[config.mk]
export PLATFORM = sky130hd
export DESIGN_NAME = cook_controller_flat
export DESIGN_NICKNAME = d
export VERILOG_FILES = /design/src/rtl/cook_controller_pkg.sv /design/src/rtl/cook_controller_if.sv /design/src/rtl/cook_controller_btn_edge.sv /design/src/rtl/cook_controller.sv /design/src/flat_wrapper.sv
export SDC_FILE = /design/constraint.sdc
export NUM_CORES = 1
export LEC_CHECK = 0
export ABC_AREA = 1
export CELL_PAD_IN_SITES_DETAIL_PLACEMENT = 1
export CELL_PAD_IN_SITES_GLOBAL_PLACEMENT = 1
export CORE_MARGIN = 10
export CORE_UTILIZATION = 45
export CTS_CLUSTER_DIAMETER = 80
export DETAILED_ROUTE_END_ITERATION = 10
export PLACE_DENSITY_LB_ADDON = 0.25
export RECOVER_POWER = 25
export SLEW_MARGIN = 20
export SYNTH_ARGS = -nofsm -noshare
export SYNTH_HDL_FRONTEND = slang
export SYNTH_SLANG_ARGS = --single-unit
[constraint.sdc]
create_clock -name clk -period 2.9 [get_ports clk]
set_input_delay 0.58 -clock clk [delete_from_list [all_inputs] [get_ports clk]]
set_output_delay 0.58 -clock clk [all_outputs]
set_load 0.005 [all_outputs]
[src/rtl/cook_controller_pkg.sv]
// rtl/cook_controller_pkg.sv - shared state encodings, BCD digit width and time helpers
package cook_controller_pkg;

    localparam int DIGIT_W  = 4;
    localparam int NUM_KEYS = 10;

    typedef logic [DIGIT_W-1:0] bcd_t;

    typedef enum logic [2:0] {
        ST_IDLE    = 3'd0,
        ST_ENTRY   = 3'd1,
        ST_COOKING = 3'd2,
        ST_PAUSED  = 3'd3,
        ST_DONE    = 3'd4
    } state_t;

    typedef struct packed {
        bcd_t min;
        bcd_t tens;
        bcd_t ones;
    } cook_time_t;

    // A key press counts only when exactly one digit is down.
    function automatic logic is_onehot(input logic [NUM_KEYS-1:0] v);
        return (v != '0) && ((v & (v - {{(NUM_KEYS-1){1'b0}}, 1'b1})) == '0);
    endfunction

    function automatic bcd_t onehot_digit(input logic [NUM_KEYS-1:0] v);
        bcd_t d;
        d = '0;
        for (int i = 0; i < NUM_KEYS; i++) begin
            if (v[i]) d = bcd_t'(i);
        end
        return d;
    endfunction

    // One-second countdown; entered tens digits above 5 simply count down as-is.
    function automatic cook_time_t time_dec(input cook_time_t t);
        cook_time_t r;
        r = t;
        if (t.ones != '0) begin
            r.ones = t.ones - bcd_t'(1);
        end else if (t.tens != '0) begin
            r.tens = t.tens - bcd_t'(1);
            r.ones = bcd_t'(9);
        end else if (t.min != '0) begin
            r.min  = t.min - bcd_t'(1);
            r.tens = bcd_t'(5);
            r.ones = bcd_t'(9);
        end
        return r;
    endfunction

endpackage

[src/rtl/cook_controller_if.sv]
// rtl/cook_controller_if.sv - front-panel and display bundle between panel and controller
interface cook_controller_if;
    import cook_controller_pkg::*;

    logic [NUM_KEYS-1:0] kbd;
    logic                startn;
    logic                stopn;
    logic                clearn;
    logic                door_closed;
    bcd_t                min_bcd;
    bcd_t                sec_tens_bcd;
    bcd_t                sec_ones_bcd;
    logic                mag_on;
    logic                done;

    modport master (
        output kbd, startn, stopn, clearn, door_closed,
        input  min_bcd, sec_tens_bcd, sec_ones_bcd, mag_on, done
    );

    modport slave (
        input  kbd, startn, stopn, clearn, door_closed,
        output min_bcd, sec_tens_bcd, sec_ones_bcd, mag_on, done
    );
endinterface

[src/rtl/cook_controller_btn_edge.sv]
// rtl/cook_controller_btn_edge.sv - registered press detector (all-idle to active)
module btn_edge #(
    parameter int W = 1
) (
    input  logic         clk,
    input  logic         rstn,
    input  logic [W-1:0] din,
    output logic [W-1:0] press
);

    logic [W-1:0] hist_q, hist_d;
    logic [W-1:0] press_q, press_d;

    // Report the new input pattern only when the previous sample was fully idle.
    always_comb begin
        hist_d  = din;
        press_d = (hist_q == '0) ? din : '0;
    end

    // History resets idle so releasing reset never looks like a press.
    always_ff @(posedge clk or negedge rstn) begin
        if (!rstn) begin
            hist_q  <= '0;
            press_q <= '0;
        end else begin
            hist_q  <= hist_d;
            press_q <= press_d;
        end
    end

    assign press = press_q;

endmodule

[src/rtl/cook_controller.sv]
// rtl/cook_controller.sv - microwave cook timer: keypad entry, countdown and magnetron control
module cook_controller
    import cook_controller_pkg::*;
#(
    parameter int CLK_HZ = 100
) (
    input  logic              clk,
    input  logic              rstn,
    cook_controller_if.slave  bus
);

    localparam int PW = (CLK_HZ > 1) ? $clog2(CLK_HZ) : 1;
    localparam logic [PW-1:0] PRESC_LAST = PW'(CLK_HZ - 1);

    logic [NUM_KEYS-1:0] key_press;
    logic                start_ev;
    logic                stop_ev;
    logic                clear_ev;
    logic                key_ev;
    bcd_t                key_digit;

    state_t              state_q, state_d;
    cook_time_t          tm_q, tm_d;
    cook_time_t          tm_dec;
    logic [PW-1:0]       presc_q, presc_d;
    logic                done_q, done_d;

    btn_edge #(.W(NUM_KEYS)) u_kbd_edge (
        .clk   (clk),
        .rstn  (rstn),
        .din   (bus.kbd),
        .press (key_press)
    );

    btn_edge #(.W(1)) u_start_edge (
        .clk   (clk),
        .rstn  (rstn),
        .din   (~bus.startn),
        .press (start_ev)
    );

    btn_edge #(.W(1)) u_stop_edge (
        .clk   (clk),
        .rstn  (rstn),
        .din   (~bus.stopn),
        .press (stop_ev)
    );

    btn_edge #(.W(1)) u_clear_edge (
        .clk   (clk),
        .rstn  (rstn),
        .din   (~bus.clearn),
        .press (clear_ev)
    );

    assign key_ev    = is_onehot(key_press);
    assign key_digit = onehot_digit(key_press);
    assign tm_dec    = time_dec(tm_q);

    // Next-state: strict event priority clear > stop > door > start > key.
    // While cooking, start and keys are ignored so the countdown keeps running.
    always_comb begin
        state_d = state_q;
        tm_d    = tm_q;
        presc_d = '0;
        done_d  = 1'b0;
        if (clear_ev) begin
            state_d = ST_IDLE;
            tm_d    = '0;
        end else if (stop_ev) begin
            if (state_q == ST_COOKING) begin
                state_d = ST_PAUSED;
            end else begin
                state_d = ST_IDLE;
                tm_d    = '0;
            end
        end else if (state_q == ST_COOKING) begin
            if (!bus.door_closed) begin
                state_d = ST_PAUSED;
            end else if (presc_q == PRESC_LAST) begin
                tm_d = tm_dec;
                if (tm_dec == '0) begin
                    state_d = ST_DONE;
                    done_d  = 1'b1;
                end
            end else begin
                presc_d = presc_q + PW'(1);
            end
        end else if (start_ev) begin
            if ((state_q == ST_ENTRY || state_q == ST_PAUSED) &&
                bus.door_closed && (tm_q != '0)) begin
                state_d = ST_COOKING;
            end
        end else if (key_ev) begin
            if (state_q == ST_IDLE || state_q == ST_ENTRY || state_q == ST_DONE) begin
                state_d   = ST_ENTRY;
                tm_d.min  = tm_q.tens;
                tm_d.tens = tm_q.ones;
                tm_d.ones = key_digit;
            end
        end
    end

    // Controller state, time digits, prescaler and completion pulse.
    always_ff @(posedge clk or negedge rstn) begin
        if (!rstn) begin
            state_q <= ST_IDLE;
            tm_q    <= '0;
            presc_q <= '0;
            done_q  <= 1'b0;
        end else begin
            state_q <= state_d;
            tm_q    <= tm_d;
            presc_q <= presc_d;
            done_q  <= done_d;
        end
    end

    // Magnetron follows the door directly so an opening door cuts power at once.
    assign bus.mag_on       = (state_q == ST_COOKING) && bus.door_closed;
    assign bus.done         = done_q;
    assign bus.min_bcd      = tm_q.min;
    assign bus.sec_tens_bcd = tm_q.tens;
    assign bus.sec_ones_bcd = tm_q.ones;

endmodule

[src/flat_wrapper.sv]
// flat-port wrapper written by rule: the top's interface ports become plain ports
module cook_controller_flat import cook_controller_pkg::*;
#(
    parameter int CLK_HZ = 100
)
  (clk, rstn, bus_kbd, bus_startn, bus_stopn, bus_clearn, bus_door_closed, bus_min_bcd, bus_sec_tens_bcd, bus_sec_ones_bcd, bus_mag_on, bus_done);
  cook_controller_if bus_i ();
  input  logic clk;
  input  logic rstn;
  input wire logic [$bits(bus_i.kbd)-1:0] bus_kbd;
  input wire logic [$bits(bus_i.startn)-1:0] bus_startn;
  input wire logic [$bits(bus_i.stopn)-1:0] bus_stopn;
  input wire logic [$bits(bus_i.clearn)-1:0] bus_clearn;
  input wire logic [$bits(bus_i.door_closed)-1:0] bus_door_closed;
  output wire logic [$bits(bus_i.min_bcd)-1:0] bus_min_bcd;
  output wire logic [$bits(bus_i.sec_tens_bcd)-1:0] bus_sec_tens_bcd;
  output wire logic [$bits(bus_i.sec_ones_bcd)-1:0] bus_sec_ones_bcd;
  output wire logic [$bits(bus_i.mag_on)-1:0] bus_mag_on;
  output wire logic [$bits(bus_i.done)-1:0] bus_done;
  assign bus_i.kbd = bus_kbd;
  assign bus_i.startn = bus_startn;
  assign bus_i.stopn = bus_stopn;
  assign bus_i.clearn = bus_clearn;
  assign bus_i.door_closed = bus_door_closed;
  assign bus_min_bcd = bus_i.min_bcd;
  assign bus_sec_tens_bcd = bus_i.sec_tens_bcd;
  assign bus_sec_ones_bcd = bus_i.sec_ones_bcd;
  assign bus_mag_on = bus_i.mag_on;
  assign bus_done = bus_i.done;
  cook_controller #(.CLK_HZ(CLK_HZ)) u_core (.clk(clk), .rstn(rstn), .bus(bus_i));
endmodule
==> results of run 1 <==
==> registers in the layout (all words and copies together), names as in the netlist <==
register	count
u_core.u_stop_edge.press	1
u_core.u_clear_edge.press	1
u_core.presc_q	7
u_core.u_clear_edge.hist_q	1
u_core.u_kbd_edge.press	10
u_core.u_start_edge.hist_q	1
u_core.bus.min_bcd	4
u_core.u_kbd_edge.hist_q	10
u_core.bus.sec_tens_bcd	4
u_core.bus.done	1
u_core.state_q	3
u_core.bus.sec_ones_bcd	4
u_core.u_start_edge.press	1
u_core.u_stop_edge.hist_q	1
==> power groups by stage <==
| stage | Combinational (µW) | Sequential (µW) | Clock (µW) |
|---|---|---|---|
| after detailed placement | 1830 | 907 | 0 |
| final | 1810 | 892 | 573 |
| after global placement | 1740 | 900 | 0 |
| after floorplan | 1350 | 876 | 0 |
| after CTS | 1840 | 893 | 585 |
| after global routing | 2020 | 910 | 619 |
==> worst max-delay path, stage by stage, from the launching register on <==
cell	delay, ns
dfrtp_1	0.41
inv_1	0.09
nand3_1	0.35
nor2_1	0.22
clkdlybuf4s50_1	0.55
==> cell type report <==
type	count	area [µm²]	share of cell area
well taps	75	93.8	0.0291
inverters	46	173	0.0536
multi-input cells	233	1300	0.404
flip-flops and latches	49	1230	0.381
clock buffers	5	68.8	0.0214
repair buffers	30	292	0.0905
clock inverters	3	65.1	0.0202
==> final timing paths <==
| path | startpoint | end | depth (start not counted) |
|---|---|---|---|
| setup / recovery | u_core.state_q[0]$_DFFE_PN0P_ | bus_mag_on | 4 |
| hold / removal | u_core.u_stop_edge.hist_q$_DFF_PN0_ | u_core.u_stop_edge.press$_DFF_PN0_ | 1 |
| setup reg to reg | u_core.bus.sec_ones_bcd[0]$_DFFE_PN0P_ | u_core.state_q[0]$_DFFE_PN0P_ | 13 |
| hold reg to reg | u_core.u_stop_edge.hist_q$_DFF_PN0_ | u_core.u_stop_edge.press$_DFF_PN0_ | 1 |
| max in group asynchronous | rstn | u_core.presc_q[3]$_DFF_PN0_ | 2 |
| min in group asynchronous | rstn | u_core.u_kbd_edge.hist_q[0]$_DFF_PN0_ | 1 |
==> per-layer routing <==
layer  track usage  up-vias  share of wire
met1         0.161     1145           0.43
met4        0.0492        0         0.0094
li1              -     1142              -
met5             0        -              0
met2         0.273       34           0.53
met3        0.0324        4          0.036
==> per-stage QoR <==
step / hold WS, ns / setup slack (ns) / utilization / total power [µW]
after floorplan: 0.284 / 1.07 / - / 2230
after global routing: 0.419 / 0.240 / 0.544 / 3550
after global placement: 0.377 / 0.585 / 0.522 / 2640
after CTS: 0.232 / 0.377 / 0.544 / 3310
after detailed placement: 0.378 / 0.515 / 0.522 / 2730
final: 0.390 / 0.405 / 0.544 / 3280
==> layout by cell type, fill, tap and decap left out, drive strengths merged, types with 2 or more instances in the layout <==
master	synthesis	layout
nand4	2	2
bufinv	0	2
nand3b	2	2
o21ai	19	19
nand3	31	31
a21oi	10	10
clkbuf	0	6
inv	46	46
a32oi	4	4
o31ai	2	2
nand2	82	82
clkdlybuf4s50	0	20
ha	5	5
nor4	2	2
xor2	2	2
dfrtp	49	49
dlygate4sd3	0	8
nor3	8	8
nor2	55	55
a22oi	3	3
==> synth_stat cells, drive strengths merged (2+ instances only) <==
library cell,number,area (µm²)
ha,5,62.6
dfrtp,49,1230
xor2,2,17.5
nand3,31,220
buf,4,41.3
a22oi,3,22.5
nand2,82,345
inv,46,173
nand3b,2,15.0
nor2,55,258
nor4,2,12.5
nand4,2,12.5
nor3,8,45.0
o31ai,2,15.0
o21ai,19,133
a32oi,4,35.0
a21oi,10,65.1
==> kinds of logic (layout without fill, tap and decap cells) <==
logic type | Yosys count | count (layout) | synth area share
compound gates | 41 | 41 | 0.107
fa+ha+maj | 5 | 5 | 0.0228
xor+xnor | 3 | 3 | 0.00958
flops | 49 | 49 | 0.447
buf+inv | 50 | 84 | 0.0780
simple gates | 184 | 184 | 0.336
==> flow_summary.html, run 1 <==
<table>
<tr><th>Metric</th><th>Value</th></tr>
<tr><th colspan="2">Run status</th></tr>
<tr><td>Status</td><td>finished clean</td></tr>
<tr><th colspan="2">STA</th></tr>
<tr><td>Setup repair after global routing missed its margin</td><td>false</td></tr>
<tr><td>Achievable frequency</td><td>401 MHz</td></tr>
<tr><td>Final cycle utilization of the critical path</td><td>0.860</td></tr>
<tr><td>Total setup violations reported at the end of the flow</td><td>0</td></tr>
<tr><td>Max Clock Skew</td><td>0.00254 ns</td></tr>
<tr><td>Least-Margin Pin Slew</td><td>1.15 ns</td></tr>
<tr><td>Worst slew margin relative to its limit</td><td>0.232</td></tr>
<tr><td>Count of final max-slew check failures</td><td>0</td></tr>
<tr><td>Clock period minus final worst setup slack</td><td>2.50 ns</td></tr>
<tr><td>Final setup TNS</td><td>0 ns</td></tr>
<tr><td>Final hold violation count</td><td>0</td></tr>
<tr><th colspan="2">Clock network</th></tr>
<tr><td>Clock transition time at the flip-flop clock pins of the worst setup and hold paths</td><td>0.09 ns</td></tr>
<tr><td>Cell chosen for the clock root</td><td>clkbuf_8</td></tr>
<tr><td>Clock tree from TritonCTS</td><td>yes</td></tr>
<tr><td>Hold-fix buffers at CTS</td><td>0</td></tr>
<tr><td>Number of CTS-inserted buffers</td><td>5</td></tr>
<tr><td>Clock Tree Buf Depth</td><td>2</td></tr>
<tr><td>Count of instances resized after the clock tree is built</td><td>0</td></tr>
<tr><td>Latest clock arrival within the worst-skew pair</td><td>0.30 ns</td></tr>
<tr><td>TritonCTS Sinks</td><td>49</td></tr>
<tr><td>Deepest level of the CTS H-tree</td><td>2</td></tr>
<tr><td>Post CTS Setup Buffer Count</td><td>0</td></tr>
<tr><th colspan="2">Synth</th></tr>
<tr><td>Proportion of register bits with asynchronous set or reset after synthesis</td><td>1.00</td></tr>
<tr><td>Synthesized net count</td><td>353</td></tr>
<tr><td>Sequential share of the synthesized area</td><td>0.447</td></tr>
<tr><td>Distinct cells, synth</td><td>37</td></tr>
<tr><td>Synthesized area</td><td>0.00274 mm²</td></tr>
<tr><td>FF+latch count, synth</td><td>49</td></tr>
<tr><td>Synthesized instance count</td><td>332</td></tr>
<tr><td>Synth Flop Type</td><td>dfrtp_1</td></tr>
<tr><td>Number of warnings printed during yosys synthesis</td><td>0</td></tr>
<tr><td>Syn Area/Cell</td><td>8.26 µm²</td></tr>
<tr><td>EDFF count, synth</td><td>0</td></tr>
<tr><th colspan="2">Placed design</th></tr>
<tr><td>RePlAce Congestion</td><td>0.843</td></tr>
<tr><td>Detailed placer's ending HPWL</td><td>5540 µm</td></tr>
<tr><td>DP Area</td><td>0.00309 mm²</td></tr>
<tr><td>Input/output buffers</td><td>29</td></tr>
<tr><td>Placed Cells incl. Taps</td><td>433</td></tr>
<tr><th colspan="2">Setup path</th></tr>
<tr><td>CP required</td><td>2.32 ns</td></tr>
<tr><td>Arrival time of data at the critical path endpoint</td><td>1.92 ns</td></tr>
<tr><td>Category of the worst setup path launch point</td><td>flop</td></tr>
<tr><td>CP max FO</td><td>11</td></tr>
<tr><td>Setup slack on the worst flop-to-flop path</td><td>0.63 ns</td></tr>
<tr><td>Type of the worst setup path</td><td>flop to output port</td></tr>
<tr><td>Crit path capture type</td><td>output port</td></tr>
<tr><th colspan="2">Drt</th></tr>
<tr><td>Total DRC errors in the routed layout</td><td>0</td></tr>
<tr><td>Remaining number of nets flagged by the antenna check after routing</td><td>0</td></tr>
<tr><td>Average detailed-routed wire length per instance</td><td>15.9 µm</td></tr>
<tr><td>Detailed Routing Iterations Pass 1</td><td>4</td></tr>
<tr><td>Vias</td><td>2325</td></tr>
<tr><td>Post-DR vias/cell</td><td>5.27</td></tr>
<tr><td>Overall routed net length</td><td>7010 µm</td></tr>
<tr><td>Number of violations reported at the end of detailed-routing iteration 0</td><td>74</td></tr>
<tr><th colspan="2">Layout</th></tr>
<tr><td>Post-Layout Inst Area</td><td>0.00322 mm²</td></tr>
<tr><td>Ant diodes</td><td>0</td></tr>
<tr><td>Number of nets in the layout</td><td>386</td></tr>
<tr><td>Area added between synthesis and finish</td><td>17.4%</td></tr>
<tr><td>Share of post-route cells with drive strength above 1</td><td>0.156</td></tr>
<tr><td>Fill cell total of the finished layout</td><td>736</td></tr>
<tr><td>Final std cells w/o fill</td><td>441</td></tr>
<tr><th colspan="2">Pwr</th></tr>
<tr><td>Power density over the cells</td><td>1020 mW/mm²</td></tr>
<tr><td>Sequential share of power</td><td>0.272</td></tr>
<tr><td>Proportion of power drawn by the clock network</td><td>0.175</td></tr>
<tr><td>Static leakage power</td><td>0.00157 µW</td></tr>
<tr><td>Gate power share</td><td>0.553</td></tr>
<tr><td>Switching power as a share of total power</td><td>0.463</td></tr>
<tr><td>Peak VDD IR</td><td>0.584 mV</td></tr>
<tr><td>Pint</td><td>1760 µW</td></tr>
<tr><td>Net switching power of the design</td><td>1520 µW</td></tr>
<tr><th colspan="2">Floorplan</th></tr>
<tr><td>Core outline area</td><td>0.00592 mm²</td></tr>
<tr><td>Starting density of the core</td><td>0.463</td></tr>
<tr><td>Area enclosed by the die boundary</td><td>0.00962 mm²</td></tr>
<tr><td>IO Count</td><td>30</td></tr>
<tr><td>Row count</td><td>28</td></tr>
<tr><td>Die width</td><td>98.1 µm</td></tr>
<tr><td>Y dimension of the die</td><td>98.1 µm</td></tr>
<tr><th colspan="2">Global routing</th></tr>
<tr><td>Congestion Overflow GR</td><td>0</td></tr>
<tr><td>First-pass GRT wire length</td><td>11900 µm</td></tr>
<tr><td>Pin count of the biggest net entering global routing</td><td>30</td></tr>
<tr><td>Global-route total usage across every layer</td><td>0.147</td></tr>
<tr><td>Via count of the first global-routing pass</td><td>2517</td></tr>
<tr><td>Number of antenna violations at the first check in global routing</td><td>0</td></tr>
<tr><th colspan="2">Job</th></tr>
<tr><td>Number of maximum-capacitance constraint violations</td><td>0</td></tr>
<tr><th colspan="2">Worst hold path</th></tr>
<tr><td>Hold/Removal Path Class</td><td>flop to flop</td></tr>
</table>
Note: power is estimated with default switching activity, not from simulation.
==> inputs of run 2 (changes only) <==
==> constraint.sdc (replaced) <==
create_clock -name clk -period 2.9 [get_ports clk]
set_input_delay 0.435 -clock clk [delete_from_list [all_inputs] [get_ports clk]]
set_output_delay 0.435 -clock clk [all_outputs]
set_load 0.005 [all_outputs]
==> run 2 against run 1 <==
Against the previous run:
- die area stayed put
- utilization down 0.68 points
- register-to-register slack improved by 0.08 ns
- clock skew rose by 0.0064 ns
- routed wire length down 4.3%
- critical path type unchanged
- power shrank 5.2%
==> flow_summary.html, run 2 (synthesis gave the netlist of run 1 again) <==
<table>
<tr><th>Metric</th><th>Value</th></tr>
<tr><th colspan="2">Setup path</th></tr>
<tr><td>Library cell contributing the largest single delay on the critical path</td><td>clkdlybuf4s50_1 (unchanged)</td></tr>
<tr><td>Setup slack on the worst flop-to-flop path</td><td>0.71 ns (was 0.63 ns)</td></tr>
<tr><td>CP max FO</td><td>11 (unchanged)</td></tr>
<tr><td>CP required</td><td>2.47 ns (was 2.32 ns)</td></tr>
<tr><td>Max incr delay on CP</td><td>0.54 ns (was 0.55 ns)</td></tr>
<tr><td>Crit path capture type</td><td>output port (unchanged)</td></tr>
<tr><td>Arrival time of data at the critical path endpoint</td><td>1.85 ns (was 1.92 ns)</td></tr>
<tr><td>Reg-to-Reg End</td><td>u_core.state_q[0]$_DFFE_PN0P_ (unchanged)</td></tr>
<tr><td>Type of the worst setup path</td><td>flop to output port (unchanged)</td></tr>
<tr><td>Critical path buffers and inverters</td><td>2 (unchanged)</td></tr>
<tr><td>Chain of cells forming the critical path</td><td>inv_1, nand3_1, nor2_1, clkdlybuf4s50_1 (unchanged)</td></tr>
<tr><td>R2r startpoint</td><td>u_core.bus.sec_ones_bcd[0]$_DFFE_PN0P_ (unchanged)</td></tr>
<tr><td>Worst Reg2Reg Path Length in Cells</td><td>13 (unchanged)</td></tr>
<tr><td>Category of the worst setup path launch point</td><td>flop (unchanged)</td></tr>
<tr><td>Top Family by Delay on Critical Path</td><td>buffers and inverters (unchanged)</td></tr>
<tr><th colspan="2">Clock network</th></tr>
<tr><td>Clock transition time at the flip-flop clock pins of the worst setup and hold paths</td><td>0.10 ns (was 0.09 ns)</td></tr>
<tr><td>Number of CTS-inserted buffers</td><td>5 (unchanged)</td></tr>
<tr><td>Cell chosen for the clock root</td><td>clkbuf_8 (unchanged)</td></tr>
<tr><td>TritonCTS Sinks</td><td>49 (unchanged)</td></tr>
<tr><td>Clock tree from TritonCTS</td><td>yes (unchanged)</td></tr>
<tr><td>Clock Tree Buf Depth</td><td>2 (unchanged)</td></tr>
<tr><td>Latest clock arrival within the worst-skew pair</td><td>0.31 ns (was 0.30 ns)</td></tr>
<tr><td>Deepest level of the CTS H-tree</td><td>2 (unchanged)</td></tr>
<tr><td>Hold-fix buffers at CTS</td><td>0 (unchanged)</td></tr>
<tr><td>Post CTS Setup Buffer Count</td><td>0 (unchanged)</td></tr>
<tr><td>Count of instances resized after the clock tree is built</td><td>0 (unchanged)</td></tr>
<tr><th colspan="2">STA</th></tr>
<tr><td>Final setup TNS</td><td>0 ns (unchanged)</td></tr>
<tr><td>Achievable frequency</td><td>438 MHz (was 401 MHz)</td></tr>
<tr><td>Final hold violation count</td><td>0 (unchanged)</td></tr>
<tr><td>Total setup violations reported at the end of the flow</td><td>0 (unchanged)</td></tr>
<tr><td>Max Clock Skew</td><td>0.00891 ns (was 0.00254 ns)</td></tr>
<tr><td>Least-Margin Pin Slew</td><td>1.25 ns (was 1.15 ns)</td></tr>
<tr><td>Setup repair after global routing missed its margin</td><td>false (unchanged)</td></tr>
<tr><td>Worst slew margin relative to its limit</td><td>0.169 (was 0.232)</td></tr>
<tr><td>Final cycle utilization of the critical path</td><td>0.787 (was 0.860)</td></tr>
<tr><td>Worst Slack Setup Final</td><td>0.618 ns (was 0.405 ns)</td></tr>
<tr><td>Worst hold slack</td><td>0.369 ns (was 0.390 ns)</td></tr>
<tr><td>Count of final max-slew check failures</td><td>0 (unchanged)</td></tr>
<tr><td>Clock period minus final worst setup slack</td><td>2.28 ns (was 2.50 ns)</td></tr>
<tr><th colspan="2">Layout</th></tr>
<tr><td>Footprint of the multi-input gates</td><td>0.00130 mm² (unchanged)</td></tr>
<tr><td>Area used by sequential logic in the layout</td><td>0.00123 mm² (unchanged)</td></tr>
<tr><td>Most frequent standard cell in the layout excluding fill and tap cells</td><td>nand2_1 (unchanged)</td></tr>
<tr><td>Final std cells w/o fill</td><td>441 (unchanged)</td></tr>
<tr><td>Ant diodes</td><td>0 (unchanged)</td></tr>
<tr><td>Area added between synthesis and finish</td><td>16.0% (was 17.4%)</td></tr>
<tr><td>Fill cell total of the finished layout</td><td>732 (was 736)</td></tr>
<tr><td>Number of nets in the layout</td><td>386 (unchanged)</td></tr>
<tr><td>Share of post-route cells with drive strength above 1</td><td>0.156 (unchanged)</td></tr>
<tr><td>Most used cells in the layout excluding fill and tap cells</td><td>nand2_1, dfrtp_1, nor2_1 (unchanged)</td></tr>
<tr><th colspan="2">Pwr</th></tr>
<tr><td>Peak VDD IR</td><td>0.561 mV (was 0.584 mV)</td></tr>
<tr><td>Sequential share of power</td><td>0.287 (was 0.272)</td></tr>
<tr><td>Gate power share</td><td>0.578 (was 0.553)</td></tr>
<tr><td>Power density over the cells</td><td>977 mW/mm² (was 1020 mW/mm²)</td></tr>
<tr><td>Pint</td><td>1590 µW (was 1760 µW)</td></tr>
<tr><td>Switching power as a share of total power</td><td>0.487 (was 0.463)</td></tr>
<tr><td>Static leakage power</td><td>0.00154 µW (was 0.00157 µW)</td></tr>
<tr><td>Design Power</td><td>3110 µW (was 3280 µW)</td></tr>
<tr><td>Proportion of power drawn by the clock network</td><td>0.135 (was 0.175)</td></tr>
<tr><td>Net switching power of the design</td><td>1510 µW (was 1520 µW)</td></tr>
<tr><th colspan="2">Drt</th></tr>
<tr><td>Detailed Routing Iterations Pass 1</td><td>4 (unchanged)</td></tr>
<tr><td>Post-DR vias/cell</td><td>5.24 (was 5.27)</td></tr>
<tr><td>Average detailed-routed wire length per instance</td><td>15.2 µm (was 15.9 µm)</td></tr>
<tr><td>Number of violations reported at the end of detailed-routing iteration 0</td><td>81 (was 74)</td></tr>
<tr><td>Remaining number of nets flagged by the antenna check after routing</td><td>0 (unchanged)</td></tr>
<tr><td>Overall routed net length</td><td>6710 µm (was 7010 µm)</td></tr>
<tr><td>Vias</td><td>2311 (was 2325)</td></tr>
<tr><td>Total DRC errors in the routed layout</td><td>0 (unchanged)</td></tr>
<tr><th colspan="2">Job</th></tr>
<tr><td>Number of maximum-capacitance constraint violations</td><td>0 (unchanged)</td></tr>
<tr><th colspan="2">Placed design</th></tr>
<tr><td>Pre-CTS setup slack</td><td>0.707 ns (was 0.515 ns)</td></tr>
<tr><td>RePlAce Congestion</td><td>0.841 (was 0.843)</td></tr>
<tr><td>Input/output buffers</td><td>29 (unchanged)</td></tr>
<tr><td>Placed Cells incl. Taps</td><td>433 (unchanged)</td></tr>
<tr><td>Detailed placer's ending HPWL</td><td>5360 µm (was 5540 µm)</td></tr>
<tr><th colspan="2">Floorplan</th></tr>
<tr><td>IO Count</td><td>30 (unchanged)</td></tr>
<tr><td>Core outline area</td><td>0.00592 mm² (unchanged)</td></tr>
<tr><td>Die width</td><td>98.1 µm (unchanged)</td></tr>
<tr><td>Y dimension of the die</td><td>98.1 µm (unchanged)</td></tr>
<tr><td>Row count</td><td>28 (unchanged)</td></tr>
<tr><td>Area enclosed by the die boundary</td><td>0.00962 mm² (unchanged)</td></tr>
<tr><td>Starting density of the core</td><td>0.463 (unchanged)</td></tr>
<tr><th colspan="2">Run status</th></tr>
<tr><td>Status</td><td>finished clean (unchanged)</td></tr>
<tr><th colspan="2">Global routing</th></tr>
<tr><td>Congestion Overflow GR</td><td>0 (unchanged)</td></tr>
<tr><td>First-pass GRT wire length</td><td>11700 µm (was 11900 µm)</td></tr>
<tr><td>Via count of the first global-routing pass</td><td>2541 (was 2517)</td></tr>
<tr><td>Global-route total usage across every layer</td><td>0.143 (was 0.147)</td></tr>
<tr><td>Number of antenna violations at the first check in global routing</td><td>0 (unchanged)</td></tr>
<tr><td>Pin count of the biggest net entering global routing</td><td>29 (was 30)</td></tr>
<tr><th colspan="2">Worst hold path</th></tr>
<tr><td>Hold/Removal Path Class</td><td>primary input to async pin (was flop to flop)</td></tr>
</table>
run 2: cell count changes in the layout (fill, tap and decap cells not counted):
| cell | previous run | this run |
|---|---|---|
| bufinv_16 | 2 | 0 |
| inv_6 | 0 | 2 |
| clkdlybuf4s50_1 | 20 | 21 |
| clkinv_2 | 1 | 0 |
| clkinvlp_4 | 0 | 1 |
| dlygate4sd3_1 | 8 | 7 |
run 2: area by class of cell:
| type | count | area share |
|---|---|---|
| Multi-Input combinational cell | 233 | 0.410 |
| Inverter | 46 | 0.0543 |
| Tap cell | 75 | 0.0295 |
| Timing Repair Buffer | 30 | 0.0917 |
| Clock inverter | 3 | 0.00787 |
| Sequential cell | 49 | 0.386 |
| Clock buffer | 5 | 0.0216 |
run 2: how the worst max path moves through the flow:
| stage | startpoint | endpoint | slack, ns | cells past startpoint |
|---|---|---|---|---|
| finish | u_core.state_q[0]$_DFFE_PN0P_ | bus_mag_on | 0.62 | 4 |
| global route | u_core.state_q[0]$_DFFE_PN0P_ | bus_mag_on | 0.40 | 4 |
| CTS | u_core.state_q[0]$_DFFE_PN0P_ | bus_mag_on | 0.60 | 4 |
| detailed placement | u_core.bus.sec_ones_bcd[1]$_DFFE_PN0P_ | u_core.state_q[1]$_DFFE_PN0P_ | 0.71 | 13 |
| global placement | u_core.bus.sec_ones_bcd[1]$_DFFE_PN0P_ | u_core.state_q[0]$_DFFE_PN0P_ | 0.76 | 13 |
| floorplan | u_core.bus.sec_ones_bcd[0]$_DFFE_PN0P_ | u_core.state_q[0]$_DFFE_PN0P_ | 1.07 | 14 |
run 2: power groups by stage:
stage / Combinational (µW) / Sequential (µW) / Clock, µW
after detailed placement: 1810 / 907 / 0
after global routing: 2030 / 912 / 465
final: 1800 / 893 / 419
after CTS: 1820 / 893 / 431
after global placement: 1760 / 903 / 0
after floorplan: 1350 / 876 / 0
run 2: metal layers:
layer,global-route usage,vias up,part of all wire
li1,-,1131,-
met1,0.167,1137,0.44
met2,0.255,36,0.51
met3,0.0303,7,0.038
met4,0.0425,0,0.014
met5,0,-,0
run 2: worst register-to-register path, cell delays in order, from the launching register on:
cell,delay [ns]
dfrtp_1,0.43
inv_1,0.16
ha_1,0.25
nand2_2,0.10
nor2_4,0.23
nand3_1,0.23
a21oi_1,0.18
nand2_1,0.07
nor2_2,0.09
nand3_2,0.11
nand2_4,0.10
nand2_4,0.05
nand2_1,0.06
nand2_1,0.05
run 2: stage by stage:
| stage | area (µm²) | util |
|---|---|---|
| after floorplan | 2740 | - |
| after global placement | 3090 | 0.522 |
| after detailed placement | 3090 | 0.522 |
| after CTS | 3180 | 0.537 |
| after global routing | 3180 | 0.537 |
| final | 3180 | 0.537 |
